**src/rtl/steering_ctrl.sv**
```systemverilog
// -----------------------------------------------------------------------------
// steering_ctrl
//
// Line-following steering controller. A bank of N raw line sensors is
// debounced, the stable vector is classified into left / right / forward /
// lost, and a five-state Moore FSM turns that class into motor commands.
// Turns are held for a minimum number of cycles so the robot does not
// oscillate. A lost line is searched for a bounded time, steering towards
// the side where the line was last seen, before the controller gives up
// and halts.
//
// Ports
//   clock   in   1  rising-edge clock for every flop
//   reset   in   1  asynchronous, active-low; clears all state immediately
//   enable  in   1  1 = steering active, 0 = forced HALT on the next edge
//   s       in   N  raw sensors: bits above the centre index are the left
//                   group, bits below it are the right group
//   left    out  1  steer left
//   right   out  1  steer right
//   walk    out  1  drive forward
//   lost    out  1  line lost, searching
//   state   out  3  FSM state code (HALT=0 FWD=1 TURN_L=2 TURN_R=3 LOST=4)
//
// There is no handshake on this block: s is sampled on every rising edge
// and the outputs are pure decodes of registered state, so they change
// only just after a rising edge (or immediately on reset).
// -----------------------------------------------------------------------------
module steering_ctrl #(
  parameter int N        = 5,   // sensor count, odd, 3..15
  parameter int DEB      = 3,   // debounce length in cycles, 1..15
  parameter int HOLD     = 4,   // minimum cycles in a turn state, 1..255
  parameter int LOST_MAX = 16   // cycles in LOST before HALT, 1..255
) (
  input  logic         clock,
  input  logic         reset,
  input  logic         enable,
  input  logic [N-1:0] s,
  output logic         left,
  output logic         right,
  output logic         walk,
  output logic         lost,
  output logic [2:0]   state
);

  localparam int C = (N - 1) / 2;

  localparam logic [3:0] DEB_C  = 4'(DEB);
  localparam logic [7:0] HOLD_C = 8'(HOLD);
  localparam logic [7:0] LOST_C = 8'(LOST_MAX);

  // Direction the line was last seen on; drives the LOST search direction.
  localparam logic DIR_L = 1'b0;
  localparam logic DIR_R = 1'b1;

  typedef enum logic [2:0] {
    ST_HALT   = 3'd0,
    ST_FWD    = 3'd1,
    ST_TURN_L = 3'd2,
    ST_TURN_R = 3'd3,
    ST_LOST   = 3'd4
  } state_e;

  // ---------------------------------------------------------------------------
  // Registers
  // ---------------------------------------------------------------------------
  logic [N-1:0] cand_q, cand_d;     // last raw sample seen
  logic [3:0]   cnt_q, cnt_d;       // cycles cand has been stable, sat. at DEB
  logic [N-1:0] d_q, d_d;           // debounced sensor vector
  state_e       state_q, state_d;
  logic [7:0]   hc_q, hc_d;         // cycles spent in the current turn
  logic [7:0]   lc_q, lc_d;         // cycles spent in LOST
  logic         last_dir_q, last_dir_d;

  always_ff @(posedge clock or negedge reset) begin
    if (!reset) begin
      cand_q     <= '0;
      cnt_q      <= '0;
      d_q        <= '0;
      state_q    <= ST_HALT;
      hc_q       <= '0;
      lc_q       <= '0;
      last_dir_q <= DIR_L;
    end else begin
      cand_q     <= cand_d;
      cnt_q      <= cnt_d;
      d_q        <= d_d;
      state_q    <= state_d;
      hc_q       <= hc_d;
      lc_q       <= lc_d;
      last_dir_q <= last_dir_d;
    end
  end

  // ---------------------------------------------------------------------------
  // Debounce
  // A new raw value restarts the stability count at 1. d takes the candidate
  // on the edge where the count reaches DEB; while the count sits saturated
  // d simply reloads the same value, so it never moves on a short glitch.
  // ---------------------------------------------------------------------------
  always_comb begin
    cand_d = cand_q;
    cnt_d  = cnt_q;
    d_d    = d_q;
    if (s != cand_q) begin
      cand_d = s;
      cnt_d  = 4'd1;
    end else if (cnt_q < DEB_C) begin
      cnt_d = cnt_q + 4'd1;
    end
    if (cnt_d == DEB_C) begin
      d_d = cand_d;
    end
  end

  // ---------------------------------------------------------------------------
  // Classification of the debounced vector
  // The centre bit only matters in that it makes d non-zero; a lone centre
  // bit, or balanced side groups, means drive straight on.
  // ---------------------------------------------------------------------------
  logic [3:0] pop_l, pop_r;
  state_e     cls_state;

  always_comb begin
    pop_l = '0;
    pop_r = '0;
    for (int i = 0; i < N; i++) begin
      if (i > C && d_q[i]) pop_l = pop_l + 4'd1;
      if (i < C && d_q[i]) pop_r = pop_r + 4'd1;
    end
  end

  always_comb begin
    cls_state = ST_FWD;
    if (d_q == '0) begin
      cls_state = ST_LOST;
    end else if (pop_l > pop_r) begin
      cls_state = ST_TURN_L;
    end else if (pop_r > pop_l) begin
      cls_state = ST_TURN_R;
    end
  end

  // ---------------------------------------------------------------------------
  // FSM next state
  // ---------------------------------------------------------------------------
  always_comb begin
    state_d = state_q;
    if (!enable) begin
      state_d = ST_HALT;
    end else begin
      case (state_q)
        ST_HALT: begin
          if (d_q != '0) state_d = cls_state;
        end
        ST_FWD: begin
          state_d = cls_state;
        end
        ST_TURN_L, ST_TURN_R: begin
          // Losing the line cuts a turn short; any other change waits for
          // the hold time so a turn is never abandoned after one cycle.
          if (cls_state == ST_LOST) begin
            state_d = ST_LOST;
          end else if (hc_q >= HOLD_C) begin
            state_d = cls_state;
          end
        end
        ST_LOST: begin
          if (d_q != '0) begin
            state_d = cls_state;
          end else if (lc_q >= LOST_C) begin
            state_d = ST_HALT;
          end
        end
        default: state_d = ST_HALT;  // unused codes recover to HALT
      endcase
    end
  end

  // ---------------------------------------------------------------------------
  // Counters and last direction, derived from the chosen next state.
  // Counters are zero outside their own states, so leaving a state (including
  // via enable=0) always discards its count. Changing from one turn to the
  // other counts as an entry and restarts the hold.
  // ---------------------------------------------------------------------------
  logic turn_next;
  logic entering;

  always_comb begin
    hc_d       = '0;
    lc_d       = '0;
    last_dir_d = last_dir_q;
    turn_next  = (state_d == ST_TURN_L) || (state_d == ST_TURN_R);
    entering   = (state_d != state_q);

    if (turn_next) begin
      if (entering) begin
        hc_d = 8'd1;
      end else if (hc_q < HOLD_C) begin
        hc_d = hc_q + 8'd1;
      end else begin
        hc_d = hc_q;
      end
    end

    if (entering && state_d == ST_TURN_L) last_dir_d = DIR_L;
    if (entering && state_d == ST_TURN_R) last_dir_d = DIR_R;

    if (state_d == ST_LOST) begin
      if (entering) begin
        lc_d = 8'd1;
      end else begin
        // Staying in LOST implies lc_q < LOST_MAX, so this cannot wrap.
        lc_d = lc_q + 8'd1;
      end
    end
  end

  // ---------------------------------------------------------------------------
  // Moore output decode
  // ---------------------------------------------------------------------------
  always_comb begin
    left  = 1'b0;
    right = 1'b0;
    walk  = 1'b0;
    lost  = 1'b0;
    case (state_q)
      ST_FWD:    walk  = 1'b1;
      ST_TURN_L: left  = 1'b1;
      ST_TURN_R: right = 1'b1;
      ST_LOST: begin
        lost = 1'b1;
        if (last_dir_q == DIR_L) left  = 1'b1;
        else                     right = 1'b1;
      end
      default: ;
    endcase
  end

  assign state = state_q;

endmodule

```
**config.mk**
```make
export PLATFORM = sky130hd
export DESIGN_NAME = steering_ctrl
export DESIGN_NICKNAME = d
export VERILOG_FILES = /design/src/rtl/steering_ctrl.sv
export SDC_FILE = /design/constraint.sdc
export NUM_CORES = 1
export LEC_CHECK = 0
export CAP_MARGIN = 20
export CORE_ASPECT_RATIO = 0.5
export CORE_MARGIN = 5
export CORE_UTILIZATION = 51
export CTS_CLUSTER_SIZE = 10
export DETAILED_ROUTE_END_ITERATION = 8
export PLACE_DENSITY = 0.85
export SLEW_MARGIN = 20
export SYNTH_ARGS = -nofsm -noshare
export SYNTH_HDL_FRONTEND = slang
export SYNTH_SLANG_ARGS = --single-unit
```
**constraint.sdc**
```tcl
create_clock -name clock -period 2.4 [get_ports clock]
set_input_delay 0.36 -clock clock [delete_from_list [all_inputs] [get_ports clock]]
set_output_delay 0.36 -clock clock [all_outputs]
set_load 0.02 [all_outputs]
```
==> metrics.md <==
| Metric | Value |
|---|---|
| Largest stage delay on the critical path | 0.53 ns |
| Vias in the first global route | 1271 |
| Reg-to-Reg End | hc_q[3] |
| Ys flop type | dfrtp_1 |
| Largest net degree at the start of global routing | 35 |
| Type of origin of the critical path | flip-flop |
| Commonest non-fill, non-tap cell in the layout | dfrtp_1 |
| Max Fanout on Critical Path | 7 |
| Mapped cell area | 1710 µm² |
| Worst setup margin | 0.125 ns |
| Clock Path Buffers | 2 |
| Async SR Flop Fraction | 100% |
| HPWL Detailed | 2380 µm |
| Die height | 50.9 µm |
| CP Data Required Time | 2.62 ns |
| Worst-path cell chain | or4_4 -> or4_4 -> a311o_1 -> a211oi_4 -> and2_4 |
| Clock skew | 0.0103 ns |
| Layout area overhead | 21.2% |
| # rows | 14 |
| Global Route Usage Sum | 15.5% |
| Status | finished clean |
| CTS tree | done |
| R2R setup slack | 0.13 ns |
| Vias per cell | 5.48 |
| Max-cap check violation count | 0 |
| Fmax achieved | 440 MHz |
| Netlist cell types | 45 |
| Initial antenna violation count | 0 |
| I/O pin cnt | 15 |
| Post-synth EDFFs | 0 |
| Final Hold Viols | 0 |
| Critical Path End Type | flip-flop |
| Pwr/cell area | 640 nW/µm² |
| Core area | 3100 µm² |
| Place WS | -0.0369 ns |
| Initial drt markers | 61 |
| Syn. warnings | 0 |
| Crit path buffers/inverters | 0 |
| Hold Buf Count CTS | 0 |
| Routed wire length | 3240 µm |
| Non-filler cells, final | 226 |
| Setup TNS | 0 ns |
| Clock-pin slew on the worst setup and hold paths | 0.07 ns |
| Die Footprint | 4670 µm² |
| Routed vias | 1239 |
| Residual DRC count | 0 |
| Clk_lat worst skew | 0.28 ns |
| Post-route ant nets | 0 |
| Antenna cells | 0 |
| Inserted Clock Buffers | 5 |
| H-tree depth | 2 |
| Synth Register Bits | 34 |
| Final GP Congestion | 0.746 |
| Worst hold-check path type | in -> async |
| Layout cell share with drive strength beyond 1 | 18.8% |
| Design Power | 0.00132 W |
| Tcrit/Tclk final | 94.8% |
| Crit-path leading delay family | simple AND/OR/NAND/NOR gates |
| Crit path DAT | 2.49 ns |
| First drt pass iteration count | 5 |
| RSZ-0062 raised after global routing | false |
| Leading cell types in the layout, fill and taps excluded | dfrtp_1 (33), clkdlybuf4s50_1 (14), inv_1 (12), buf_4 (12), ha_1 (10) |
| Post-synthesis sequential area ratio | 49.9% |
| Placed cell count | 218 |
| DIE WIDTH | 91.8 µm |
| Synth Instances | 158 |
| Syn_area_per_cell | 10.8 µm² |
| Lkg Pwr | 0.935 nW |
| First-pass GRT wire length | 5610 µm |
| PortBufs | 14 |
| Total gr overflow | 0 |
| CTS sink count | 34 |
| # fillers | 242 |
| Initial Utilization | 55.0% |
| Worst path slowest cell | or4_4 |
| Cells on worst reg2reg path | 5 |
| Kind of critical path | reg -> reg |
| Root Driver | clkbuf_8 |
| CP dominant cell by count | or4_4 |
| # setup viols final | 0 |
| Min Tclk post-route | 2.27 ns |
| Net count, final | 203 |
| Reg-to-reg startpoint | hc_q[6] |
| Drt wl/cell | 14.3 µm |
| Slew Viols, Final | 0 |
| Maximum vdd ir drop | 0.454 mV |
worst register-to-register path: cells and delay by family (launching register included):
| kind | cells | cell delay (ns) |
|---|---|---|
| AND/OR/NAND/NOR | 3 | 1.17 |
| AO/OA/AOI/OAI | 2 | 0.67 |
| flip-flops | 1 | 0.37 |
cells by family after synthesis:
| kind of cell | count (synthesis) | synth area share, % |
|---|---|---|
| AO/OA/AOI/OAI | 30 | 12.4 |
| XOR/XNOR | 10 | 5.14 |
| adder cells (fa/ha/maj) | 10 | 7.34 |
| buffers and inverters | 20 | 4.70 |
| flip-flops | 34 | 49.9 |
| multiplexers | 6 | 3.89 |
| other | 1 | 0.220 |
| AND/OR/NAND/NOR | 47 | 16.4 |
power breakdown:
part / leakage (nW) / switching [W] / internal [W] / total (W)
Combinational: 0.439 / 0.000140 / 0.000122 / 0.000262
Clock: 0.0482 / 0.000193 / 0.000231 / 0.000424
Sequential: 0.448 / 0.0000325 / 0.000604 / 0.000636
Total: 0.935 / 0.000365 / 0.000957 / 0.00132
cells in the mapped netlist, drive strengths merged, types with 4 or more instances:
library cell,count,area (µm²)
a21oi,7,35.0
and2,8,56.3
clkbuf,6,22.5
dfrtp,34,851
ha,10,125
inv,12,45.0
mux2,5,56.3
nand2,7,26.3
nand3,5,25.0
nor2,6,22.5
nor3,4,20.0
xnor2,6,52.6
xor2,4,35.0
through the flow:
| stage | utilization [%] | cell area, µm² | hold WS, ns |
|---|---|---|---|
| finish | 66.7 | 2070 | 0.471 |
| floorplan | - | 1710 | 0.0644 |
| global placement | 63.2 | 1960 | 0.483 |
| global route | 66.7 | 2070 | 0.498 |
| detailed placement | 63.2 | 1960 | 0.485 |
| CTS | 66.3 | 2060 | 0.485 |
cell type report:
| cell class | count | area [µm²] | share of cell area [%] |
|---|---|---|---|
| Timing Repair Buffer | 26 | 230 | 11.1 |
| Multi-Input combinational cell | 106 | 798 | 38.6 |
| Clock buffer | 7 | 86.3 | 4.18 |
| Clock inverter | 1 | 5.00 | 0.242 |
| Sequential cell | 34 | 852 | 41.2 |
| Tap cell | 40 | 50.0 | 2.42 |
| Inverter | 12 | 45.0 | 2.18 |
registers in the layout (all words and copies together) (netlist names):
register    flops
cand_q          5
d_q             5
cnt_q           4
last_dir_q      1
hc_q            8
lc_q            8
state           3
how the worst max path moves through the flow:
stage / to / start / slack (ns) / cells after the start
after floorplan: hc_q[1] / hc_q[6] / 0.11 / 5
after global placement: hc_q[1] / hc_q[6] / 0.04 / 5
after detailed placement: d_q[1] / s[3] / -0.04 / 7
after CTS: hc_q[3] / hc_q[6] / 0.002 / 5
after global routing: last_dir_q / d_q[1] / 0.008 / 11
final: hc_q[3] / hc_q[6] / 0.13 / 5
timing repair:
action	in CTS	in global routing
setup endpoints to repair	6	10
pin swaps	0	5
buffers inserted	0	0
resized for setup	1	4
layer usage:
| metal | vias to the layer above | share of wire (%) | track usage, % |
|---|---|---|---|
| met3 | 4 | 6.7 | 5.13 |
| met4 | 0 | 0.86 | 6.90 |
| met5 | - | 0 | 0 |
| li1 | 604 | - | - |
| met2 | 38 | 48 | 26.2 |
| met1 | 593 | 44 | 18.6 |
No activity file was read; power rests on OpenSTA's default activity.
